### src/rtl/mips_pkg.sv
// Shared fetch-path definitions for the MIPS core:
// PC-select codes, vectors, fetch states and buffer entries.
package mips_pkg;

  localparam logic [31:0] RESET_VECTOR = 32'h0000_0000;
  localparam logic [31:0] EXC_VECTOR   = 32'h0000_0080;

  localparam logic [1:0] PCSEL_SEQ = 2'b00;
  localparam logic [1:0] PCSEL_BR  = 2'b01;
  localparam logic [1:0] PCSEL_JMP = 2'b10;
  localparam logic [1:0] PCSEL_EXC = 2'b11;

  typedef enum logic [1:0] {
    ST_BOOT,
    ST_FETCH,
    ST_DRAIN
  } fetch_state_t;

  typedef struct packed {
    logic [31:0] pc;
    logic [31:0] instr;
  } fetch_entry_t;

  // Redirect destination, forced word-aligned.
  function automatic logic [31:0] redir_target(
    input logic [1:0]  sel,
    input logic [31:0] br,
    input logic [31:0] jmp
  );
    logic [31:0] t;
    t = EXC_VECTOR;
    unique case (1'b1)
      sel == PCSEL_BR:  t = br;
      sel == PCSEL_JMP: t = jmp;
      default:          t = EXC_VECTOR;
    endcase
    return {t[31:2], 2'b00};
  endfunction

endpackage

### src/rtl/fetch_buffer.sv
// Two-entry FIFO of fetched {pc, instr} pairs
// between instruction memory and decode.
module fetch_buffer
  import mips_pkg::*;
(
  input  logic         clk,
  input  logic         reset_n,
  input  logic         push,
  input  logic         pop,
  input  logic         flush,
  input  fetch_entry_t din,
  output fetch_entry_t head,
  output logic [1:0]   count
);

  fetch_entry_t mem [2];
  logic         hd;
  logic         wp;
  logic         do_push;
  logic         do_pop;

  assign do_pop  = pop && (count != 2'd0);
  assign do_push = push && (count != 2'd2);
  assign wp      = hd ^ count[0];
  assign head    = mem[hd];

  // Storage, head pointer and occupancy; flush empties.
  always_ff @(posedge clk or negedge reset_n) begin
    if (!reset_n) begin
      mem[0] <= '0;
      mem[1] <= '0;
      hd     <= 1'b0;
      count  <= 2'd0;
    end else if (flush) begin
      count <= 2'd0;
    end else begin
      if (do_push) mem[wp] <= din;
      if (do_pop)  hd <= ~hd;
      count <= count + {1'b0, do_push}
                     - {1'b0, do_pop};
    end
  end

endmodule

### src/rtl/fetch_ctrl.sv
// Instruction-fetch controller: PC sequencing,
// imem req/ack handshake, redirect drain, fetch buffer.
module fetch_ctrl
  import mips_pkg::*;
(
  input  logic        clk,
  input  logic        reset_n,
  output logic        imem_req,
  output logic [31:0] imem_addr,
  input  logic        imem_ack,
  input  logic [31:0] imem_rdata,
  output logic        instr_valid,
  output logic [31:0] instr,
  output logic [31:0] instr_pc,
  input  logic        instr_ready,
  input  logic        redirect_valid,
  input  logic [1:0]  redirect_sel,
  input  logic [31:0] branch_target,
  input  logic [31:0] jump_target,
  output logic [31:0] pc,
  output logic [1:0]  pc_mux_sel
);

  fetch_state_t state, state_n;
  logic [31:0]  pc_n;
  logic [31:0]  drain_addr, drain_addr_n;
  logic         busy, busy_n;
  logic         redir;
  logic         ack;
  logic         push;
  logic         flush;
  logic [1:0]   count;
  fetch_entry_t din;
  fetch_entry_t head;

  assign din = '{pc: pc, instr: imem_rdata};

  fetch_buffer u_buf (
    .clk     (clk),
    .reset_n (reset_n),
    .push    (push),
    .pop     (instr_ready),
    .flush   (flush),
    .din     (din),
    .head    (head),
    .count   (count)
  );

  assign instr_valid = (count != 2'd0);
  assign instr       = head.instr;
  assign instr_pc    = head.pc;

  // State, PC, outstanding-request flag, drain address.
  always_ff @(posedge clk or negedge reset_n) begin
    if (!reset_n) begin
      state      <= ST_BOOT;
      pc         <= RESET_VECTOR;
      busy       <= 1'b0;
      drain_addr <= '0;
    end else begin
      state      <= state_n;
      pc         <= pc_n;
      busy       <= busy_n;
      drain_addr <= drain_addr_n;
    end
  end

  // Request generation, redirect/ack handling, next state.
  always_comb begin
    state_n      = state;
    pc_n         = pc;
    busy_n       = busy;
    drain_addr_n = drain_addr;
    imem_req     = 1'b0;
    imem_addr    = pc;
    pc_mux_sel   = PCSEL_SEQ;
    push         = 1'b0;
    flush        = 1'b0;
    redir        = redirect_valid
                && (redirect_sel != PCSEL_SEQ);

    unique case (state)
      ST_BOOT: state_n = ST_FETCH;
      ST_FETCH: begin
        imem_req = busy || (count < 2'd2);
      end
      ST_DRAIN: begin
        imem_req  = 1'b1;
        imem_addr = drain_addr;
      end
      default: state_n = ST_BOOT;
    endcase

    ack = imem_req && imem_ack;

    if (state != ST_BOOT) begin
      if (redir) begin
        flush      = 1'b1;
        pc_mux_sel = redirect_sel;
        pc_n       = redir_target(redirect_sel,
                       branch_target, jump_target);
        if (ack) begin
          state_n = ST_FETCH;
          busy_n  = 1'b0;
        end else if (imem_req) begin
          state_n      = ST_DRAIN;
          busy_n       = 1'b1;
          drain_addr_n = imem_addr;
        end
      end else if (ack) begin
        if (state == ST_FETCH) begin
          push = 1'b1;
          pc_n = pc + 32'd4;
        end
        state_n = ST_FETCH;
        busy_n  = 1'b0;
      end else begin
        busy_n = imem_req;
      end
    end
  end

endmodule
### config.mk
export PLATFORM = sky130hd
export DESIGN_NAME = fetch_ctrl
export DESIGN_NICKNAME = d
export VERILOG_FILES = /design/src/rtl/mips_pkg.sv /design/src/rtl/fetch_buffer.sv /design/src/rtl/fetch_ctrl.sv
export SDC_FILE = /design/constraint.sdc
export NUM_CORES = 1
export LEC_CHECK = 0
export CAP_MARGIN = 20
export CORE_UTILIZATION = 40
export CTS_CLUSTER_DIAMETER = 60
export DETAILED_ROUTE_END_ITERATION = 8
export PLACE_DENSITY = 0.67
export SETUP_SLACK_MARGIN = 0.1
export SLEW_MARGIN = 10
export SYNTH_ARGS = -nofsm -noshare
export SYNTH_HDL_FRONTEND = slang
export SYNTH_SLANG_ARGS = --single-unit
### constraint.sdc
create_clock -name clk -period 2.1 [get_ports clk]
set_input_delay 0.315 -clock clk [delete_from_list [all_inputs] [get_ports clk]]
set_output_delay 0.315 -clock clk [all_outputs]
set_load 0.005 [all_outputs]
==> impl_metrics.ini, run 1 <==
[status]
status = complete, but fails checks
violations = negative setup slack

[logic_synthesis]
ys.flop_type = dfrtp_1
ys_ff_latch = 192
synth_cells = 783
syn_area_per_cell_um2 = 12.75
synth_area_leader_cell = dfrtp_1
synth_edf_count = 0
synth_most_common_cell = dfrtp_1
synthDistinctLibCells = 60
yosysSeqAreaShare_pct = 48.11
synthTopCellsByCount = dfrtp_1, mux2_2, mux2_4
yosysWarnings = 0
synth.area.top_cells = dfrtp_1, mux2_2, mux2_4
synth_top_area_share_pct = 48.11
async_reset_ff_share_pct = 100.0
synth.cell_area_um2 = 9987

[drt]
route.detailed.drc = 0
final_antenna_net_count = 0
drtPass1Iterations = 5
via_count = 8000
routedWlPerCell_um = 21.82
vias_per_cell = 5.413
drt_iter0_drc = 555
routed_wl_um = 32260

[finish]
fin_util_pct = 65.21
area_growth_pct = 59.26
diodes = 0
seqCellArea_um2 = 4810
drive_gt1_share_pct = 51.65
nets = 1255
fill_cells = 1833
multi_input_area_um2 = 5569

[timing]
slew_headroom_pct = 59.17
fmax_mhz = 425.4
rsz0062_at_grt = yes
post-route-worst-setup-slack_ns = -0.2508
hold_violations = 0
post-route-period-util_pct = 111.9
setup_tns_ns = -34.31
worst_pin_slew_ns = 0.6124
maxSlewViolCount = 0
finClkSkew_ns = 0.01269
worst_hold_slack_ns = 0.4594
setup_viol = 233
finalCriticalPeriod_ns = 2.351

[worst_setup_path]
max_stage_delay_ns = 0.41
reg2reg_depth = 12
r2r-start = state[1]$_DFF_PN0_
critPathArrivalTime_ns = 2.66
crit_chain = buf_6, inv_6, ha_4, a21boi_4, o21ai_4, buf_6, buf_6, nor4_4, buf_6, buf_12, clkbuf_16, mux2_4
rr_endpoint = u_buf.mem[117]$_DFFE_PN0P_
timing.reg2reg.setup_slack_ns = -0.25
crit_type = reg -> reg
end_kind = flip-flop
cp-start-kind = flip-flop
cpMostUsedCell = buf_6
crit_slowest_cell = dfrtp_1
crit_required_ns = 2.41
crit_fanout = 6

[power]
irDropWorstVdd_mv = 0.7341
swShare_pct = 33.31
clockPowerShare_pct = 15.1
power_mw = 22.37
internal_power_mw = 14.92
leakage_nw = 7.361
p_switching_mw = 7.451
p_seq_share_pct = 28.8
comb_power_share_pct = 56.2
cellPowerDensity_nw_per_um2 = 1406

[die]
die_area_um2 = 25600
pin_count = 235
rows = 57
die_h_um = 160.0
start_util_pct = 40.95
core-area_um2 = 24390
chipWidth_um = 160.0

[clock_network]
cts_tree = done
clockBufferDepth = 2
cts_made_buffers = 17
insertion_delay_ns = 0.43
clk_pin_slew_ns = 0.08
htree_levels = 4
root_buffer = clkbuf_16
cts.sinks = 192

[global_routing]
grt_pass1_vias = 7874
track_usage_pct = 23.07
grt_max_degree = 70
grt-ovfl-total = 0
antenna_found_initial = 0
grt_pass1_wl_um = 45610

[run]
drv_cap = 0

[worst_hold_path]
min_path_type = in -> async

[placed_design]
port_buffers = 226
gp_congestion = 0.8113
dpl.hpwl_um = 18840
worst max-delay path: cells and delay by family (launching register included):
family / cells / cell delay [ns]
flip-flops: 1 / 0.41
multiplexers: 1 / 0.29
adder cells (fa/ha/maj): 1 / 0.14
AO/OA/AOI/OAI: 2 / 0.29
buffers and inverters: 7 / 0.95
AND/OR/NAND/NOR: 1 / 0.14
flip-flops by register name (all words and copies together) (netlist names):
signal	flops
u_buf.mem	124
pc	30
u_buf.count	2
busy	1
drain_addr	32
state	2
u_buf.hd	1
cell usage in the layout (no fill, tap or decap), types with 15 or more instances in the layout:
cell type / n
mux2_2: 52
buf_6: 87
a22oi_1: 25
nor2_1: 25
dfrtp_1: 190
buf_2: 25
buf_12: 37
buf_4: 65
mux2_4: 190
clkdlybuf4s50_1: 128
a21oi_1: 24
clkbuf_2: 20
clkbuf_16: 32
o21ai_2: 15
cell type report:
type	instances	share of cell area [%]
tap	324	2.549
clock inverter	14	1.070
multi-input combinational	517	35.01
inverter	11	0.2911
sequential	192	30.24
clock buffer	18	2.698
timing repair buffer	402	28.14
per-stage QoR:
stage,area [um^2],cells,setup WS (ns)
floorplan,10040,786,-0.009732
global placement,13290,1356,-0.2617
detailed placement,13290,1356,-0.3164
CTS,14490,1430,-0.2386
global route,15910,1478,-0.3200
finish,15910,1478,-0.2508
worst max-delay path by stage:
| stage | cells after the start | endpoint | from | slack (ns) |
|---|---|---|---|---|
| CTS | 6 | imem_addr[5] | state[0]$_DFF_PN0_ | -0.24 |
| floorplan | 8 | u_buf.mem[100]$_DFFE_PN0P_ | state[1]$_DFF_PN0_ | -0.01 |
| global placement | 6 | u_buf.mem[47]$_DFFE_PN0P_ | imem_ack | -0.26 |
| finish | 12 | u_buf.mem[117]$_DFFE_PN0P_ | state[1]$_DFF_PN0_ | -0.25 |
| global route | 12 | u_buf.mem[106]$_DFFE_PN0P_ | state[1]$_DFF_PN0_ | -0.32 |
| detailed placement | 6 | u_buf.mem[48]$_DFFE_PN0P_ | imem_ack | -0.32 |
per-layer routing:
metal	part of all wire, %	track usage [%]	vias up	routed length, um
met5	0	0	-	0
met4	2.0	4.719	0	648
met3	5.9	5.351	32	1887
met2	48	37.39	317	15470
met1	44	31.52	4056	14250
li1	-	-	3595	-
logic make-up after synthesis:
family,after synthesis,share of synthesized area (%)
adders and majority gates,11,1.378
DFF,192,48.11
other,1,0.03755
xor gates and xnor gates,3,0.2631
AOI/OAI and AO/OA,139,9.496
and+or+nand+nor,115,6.665
muxes,245,29.85
buffers and inverters,77,4.197
power groups by stage:
stage               Sequential (mW)  Combinational [mW]  Clock, mW
detailed placement             6.37                9.19          0
global route                   6.61                13.3       3.57
CTS                            6.30                10.0       3.42
floorplan                      6.05                4.78          0
finish                         6.43                12.6       3.38
global placement               6.29                9.11          0
what timing repair did:
item                       CTS  global route
hold endpoints to repair    62             0
cloned                       9            15
hold buffers                 1             0
buffers inserted            32            39
pin swaps                    8            22
setup endpoints to repair  258           273
gates resized for setup    351           318
Note: power is estimated with default switching activity, not from simulation.
==> run 2, diff against run 1 <==
- CAP_MARGIN: 20 -> 40
- PLACE_DENSITY: 0.67 -> 0.64
- clock period: 2.1 -> 2.55 ns (I/O delays scaled with it)
==> run 2 against run 1 <==
The flow now finishes without violations. Sequential power decreased by 18%. Power fell by 32%. Count of clock-buffer cells in the layout shrank 1. Via count decreased by 9.5%. Critical path depth decreased by 9. Clock power decreased by 20%. Sequential cell count unchanged. Final cell count is 8.3% lower. Critical path type is now reg -> out.
==> impl_metrics.ini, run 2 (same netlist as run 1, synthesis figures left out) <==
[status]
status = finished, final reports clean

[timing]
post-route-period-util_pct = 94.26
setup_tns_ns = 0
fmax_mhz = 416.0
maxSlewViolCount = 0
setup_viol = 0
hold_violations = 0
finalCriticalPeriod_ns = 2.404
finClkSkew_ns = 0.01577
rsz0062_at_grt = yes

[drt]
drtPass1Iterations = 5
drt_iter0_drc = 376
route.detailed.drc = 0
routedWlPerCell_um = 19.54
final_antenna_net_count = 0
vias_per_cell = 5.346
via_count = 7244
routed_wl_um = 26480

[die]
die_h_um = 160.0
die_area_um2 = 25600
chipWidth_um = 160.0
rows = 57
start_util_pct = 40.95
core-area_um2 = 24390
pin_count = 235

[power]
irDropWorstVdd_mv = 0.5221
cellPowerDensity_nw_per_um2 = 1120
leakage_nw = 5.936

[worst_hold_path]
min_path_type = in -> async

[clock_network]
cts.sinks = 192
cts_made_buffers = 17
insertion_delay_ns = 0.43
htree_levels = 4
root_buffer = clkbuf_16
cts_tree = done
clockBufferDepth = 2
clk_pin_slew_ns = 0.08

[worst_setup_path]
max_stage_delay_ns = 0.53
end_kind = output pin
crit_chain = buf_12, mux2_2, clkdlybuf4s50_1
timing.reg2reg.setup_slack_ns = 0.29
reg2reg_depth = 8
crit_fanout = 23
critPathArrivalTime_ns = 2.02
crit_type = reg -> out
crit_required_ns = 2.17
crit_slowest_cell = dfrtp_4
cp-start-kind = flip-flop

[finish]
layout.cells.most_common = clkdlybuf4s50_1
design_area_um2 = 13500
area_growth_pct = 35.18
drive_gt1_share_pct = 33.46
layout_common_cells = clkdlybuf4s50_1, dfrtp_1, mux2_2
diodes = 0
largest_reg_flops = 124
top_register = u_buf.mem
nets = 1132
reg_top3 = u_buf.mem: 124 flops, drain_addr: 32 flops, pc: 30 flops
fill_cells = 2132

[global_routing]
grt_max_degree = 68
grt_pass1_wl_um = 42870
antenna_found_initial = 1
grt-ovfl-total = 0
grt_pass1_vias = 7461
track_usage_pct = 21.48

[run]
drv_cap = 0

[placed_design]
dpl.hpwl_um = 18140
placed_area_um2 = 12820
port_buffers = 226
gp_congestion = 0.7855
[run 2: cell types whose count changed in the layout (fill, tap and decap cells not counted), moves of 15 or more]
cell / previous run / this run
buf_2: 25 / 0
buf_6: 87 / 1
mux2_4: 190 / 61
buf_12: 37 / 14
mux2_2: 52 / 178
clkdlybuf4s50_1: 128 / 193
clkbuf_2: 20 / 0
o21ai_0: 6 / 27
buf_4: 65 / 36
clkbuf_16: 32 / 17
dlygate4sd2_1: 1 / 31
[run 2: final cells by class]
| class | instances | area (um^2) | share of cell area (%) |
|---|---|---|---|
| well taps | 324 | 405.4 | 3.003 |
| clock inverters | 15 | 167.7 | 1.242 |
| clock buffers | 17 | 425.4 | 3.151 |
| repair buffers | 279 | 2829 | 20.95 |
| inverters | 11 | 41.29 | 0.3058 |
| multi-input cells | 517 | 4823 | 35.73 |
| flip-flops and latches | 192 | 4808 | 35.62 |
[run 2: where the power goes]
group	total (mW)	switching, mW	leakage [nW]	internal [mW]
clock	2.71	1.31	0.285	1.40
sequential	5.29	0.983	2.47	4.31
combinational	7.12	2.71	3.18	4.42
[run 2: per-layer routing]
metal,up-vias,GRT usage [%],wire [um],share of wire (%)
met4,2,4.848,214,0.81
met3,22,5.351,1770,6.7
met2,264,33.08,12170,46
met1,3610,30.38,12310,47
met5,-,0,11,0.042
li1,3346,-,-,-
[run 2: worst paths after layout]
check | startpoint | end
max | u_buf.hd$_DFFE_PN0P_ | instr[27]
min | reset_n | drain_addr[13]$_DFFE_PN0P_
max reg2reg | state[1]$_DFF_PN0_ | pc[27]$_DFFE_PN0P_
min reg2reg | drain_addr[1]$_DFFE_PN0P_ | drain_addr[1]$_DFFE_PN0P_
max in group asynchronous | reset_n | u_buf.mem[22]$_DFFE_PN0P_
min in group clk | drain_addr[1]$_DFFE_PN0P_ | drain_addr[1]$_DFFE_PN0P_
[run 2: repair_timing]
item,CTS,global route
endpoints found under the setup margin,83,39
resized for setup,40,4
hold endpoints to repair,47,0
pin swaps,1,0
gates cloned,1,0
buffers inserted,6,1
hold buffers,1,0
[run 2: metrics by stage]
stage	hold slack (ns)	std cells	util, %	total power [mW]	setup slack [ns]
3_5_place_dp	0.3616	1314	52.55	12.46	0.09213
6_report	0.4386	1355	55.35	15.13	0.1464
5_1_grt	0.4676	1355	55.35	16.09	0.08202
3_3_place_gp	0.3630	1314	52.55	12.33	0.08122
2_1_floorplan	0.08691	786	-	8.867	0.3073
4_1_cts	0.4395	1354	55.27	15.23	0.1022
[run 2: critical path: cells and delay by family (launching register included)]
family,cells,cell delay (ns)
buffers and inverters,2,0.70
DFF,1,0.53
muxes,1,0.35
==> run 3, diff against run 2 <==
- CORE_ASPECT_RATIO: not set -> 2
- CORE_UTILIZATION: 40 -> 51
- PLACE_DENSITY: 0.64 -> 0.79
==> run 3 against run 2 <==
Sequential share of layout area decreased by 1.3 points. Sequential cell count unchanged. Combinational power grew 9.3%. Sequential power about the same. First-iteration DRC count shrank 17%. Register-to-register slack lost 0.16 ns. Largest cell class unchanged. Highest routed layer is now met4.
==> impl_metrics.ini, run 3 (same netlist as run 1, synthesis figures left out) <==
[status]
status = finished, final reports clean

[worst_setup_path]
crit_required_ns = 2.17
crit_fanout = 8
crit_slowest_cell = clkdlybuf4s50_1
critPathArrivalTime_ns = 2.04
crit_chain = inv_2, ha_4, buf_12, mux2_2, clkdlybuf4s50_1
cp-start-kind = flip-flop
end_kind = output pin
crit_type = reg -> out
max_stage_delay_ns = 0.45

[timing]
finClkSkew_ns = 0.01986
hold_violations = 0
maxSlewViolCount = 0
worst_pin_slew_ns = 0.5525
slew_headroom_pct = 62.88
fmax_mhz = 413.0
finalCriticalPeriod_ns = 2.421
setup_viol = 0
worst_hold_slack_ns = 0.4488
rsz0062_at_grt = yes
post-route-period-util_pct = 94.96
setup_tns_ns = 0

[finish]
top_register = u_buf.mem
fill_cells = 1362
largest_reg_flops = 124
area_growth_pct = 40.39
drive_gt1_share_pct = 36.53
nets = 1166
layout_common_cells = dfrtp_1, clkdlybuf4s50_1, mux2_2
reg_top3 = u_buf.mem: 124 flops, drain_addr: 32 flops, pc: 30 flops
final_cells = 1327

[clock_network]
htree_levels = 4
clockBufferDepth = 2
clk_pin_slew_ns = 0.07
root_buffer = clkbuf_16
cts_made_buffers = 17
cts.sinks = 192
insertion_delay_ns = 0.43
cts_tree = done

[global_routing]
antenna_found_initial = 3
gr-max-usage-layer = met2
grt_pass1_vias = 7788
track_usage_pct = 26.71
grt-ovfl-total = 0
grt_max_degree = 60
grtUsageMet3_pct = 4.596
grtUsageMet1_pct = 31.02
grtUsageMet2_pct = 47.54
grt_pass1_wl_um = 41080

[drt]
routed_wl_um = 27590
final_antenna_net_count = 0
route.detailed.drc = 0
vias_per_cell = 5.751
drt_iter0_drc = 313
drtPass1Iterations = 6
via_count = 7632
routedWlPerCell_um = 20.79

[die]
die_area_um2 = 20180
core-area_um2 = 19280
pin_count = 235
chipWidth_um = 101.0
start_util_pct = 51.80
rows = 72
die_h_um = 199.9

[placed_design]
dpl.cell_count = 1251
gp_congestion = 0.8614
port_buffers = 226
dpl.hpwl_um = 17690

[worst_hold_path]
min_path_type = in -> async

[run]
drv_cap = 0

[power]
leakage_nw = 6.335
irDropWorstVdd_mv = 0.5269
cellPowerDensity_nw_per_um2 = 1123
run 3: cell count changes in the layout (fill, tap and decap cells not counted), moves of 3 or more:
cell	change
buf_4	+18
buf_6	+5
buf_8	+3
clkbuf_16	+6
clkbuf_2	+8
clkdlybuf4s15_1	+5
diode_2	+3
dlygate4sd2_1	-25
dlymetal6s2s_1	+14
inv_8	-4
mux2_2	-24
mux2_4	+24
run 3: metal layers:
| layer | share of wire [%] | wire length, um |
|---|---|---|
| met5 | 0 | 0 |
| met1 | 38 | 10620 |
| met3 | 4.7 | 1306 |
| met4 | 3.6 | 988 |
| met2 | 53 | 14670 |
run 3: critical path: cells and delay by family, from the launching register on:
family / cells / cell delay [ns]
buffers and inverters: 3 / 0.69
flip-flops: 1 / 0.39
multiplexers: 1 / 0.35
adder cells (fa/ha/maj): 1 / 0.18
run 3: metrics by stage:
step | total power, mW | util (%) | setup slack (ns) | cell area, um^2
2_1_floorplan | 8.867 | - | 0.3073 | 9998
3_3_place_gp | 12.18 | 66.03 | 0.06737 | 12730
3_5_place_dp | 12.37 | 66.03 | 0.01098 | 12730
4_1_cts | 15.29 | 70.08 | 0.02065 | 13510
5_1_grt | 16.62 | 72.73 | 0.03958 | 14020
6_report | 15.75 | 72.73 | 0.1285 | 14020
run 3: path summary, 6_finish.rpt:
kind / startpoint / slack, ns / cells after the start / endpoint
min in group clk: u_buf.mem[26]$_DFFE_PN0P_ / 0.49 / 1 / u_buf.mem[26]$_DFFE_PN0P_
max: state[0]$_DFF_PN0_ / 0.13 / 5 / imem_addr[9]
min reg2reg: u_buf.mem[26]$_DFFE_PN0P_ / 0.49 / 1 / u_buf.mem[26]$_DFFE_PN0P_
min: reset_n / 0.45 / 2 / drain_addr[26]$_DFFE_PN0P_
max in group asynchronous: reset_n / 1.28 / 3 / u_buf.mem[25]$_DFFE_PN0P_
max reg2reg: state[1]$_DFF_PN0_ / 0.13 / 11 / u_buf.count[1]$_DFF_PN0_
run 3: what timing repair did:
item,CTS,global route
setup endpoints to repair,36,152
resized for setup,32,80
cloned,2,9
buffers inserted,12,17
endpoints found under the hold margin,45,0
pin swaps,1,3
hold buffers,1,0
run 3: final cells by class:
| type | count | area, um^2 | share of cell area [%] |
|---|---|---|---|
| clock buffer | 21 | 460.4 | 3.284 |
| inverter | 11 | 41.29 | 0.2945 |
| clock inverter | 11 | 128.9 | 0.9192 |
| antenna | 3 | 7.507 | 0.05354 |
| timing repair buffer | 313 | 3289 | 23.46 |
| tap | 259 | 324.1 | 2.311 |
| sequential | 192 | 4806 | 34.28 |
| multi-input combinational | 517 | 4964 | 35.40 |
run 3: report_power, final:
group | internal [mW] | total, mW | switching [mW]
clock network | 1.51 | 2.68 | 1.17
logic | 4.86 | 7.78 | 2.91
registers | 4.31 | 5.29 | 0.977
total | 10.7 | 15.7 | 5.07
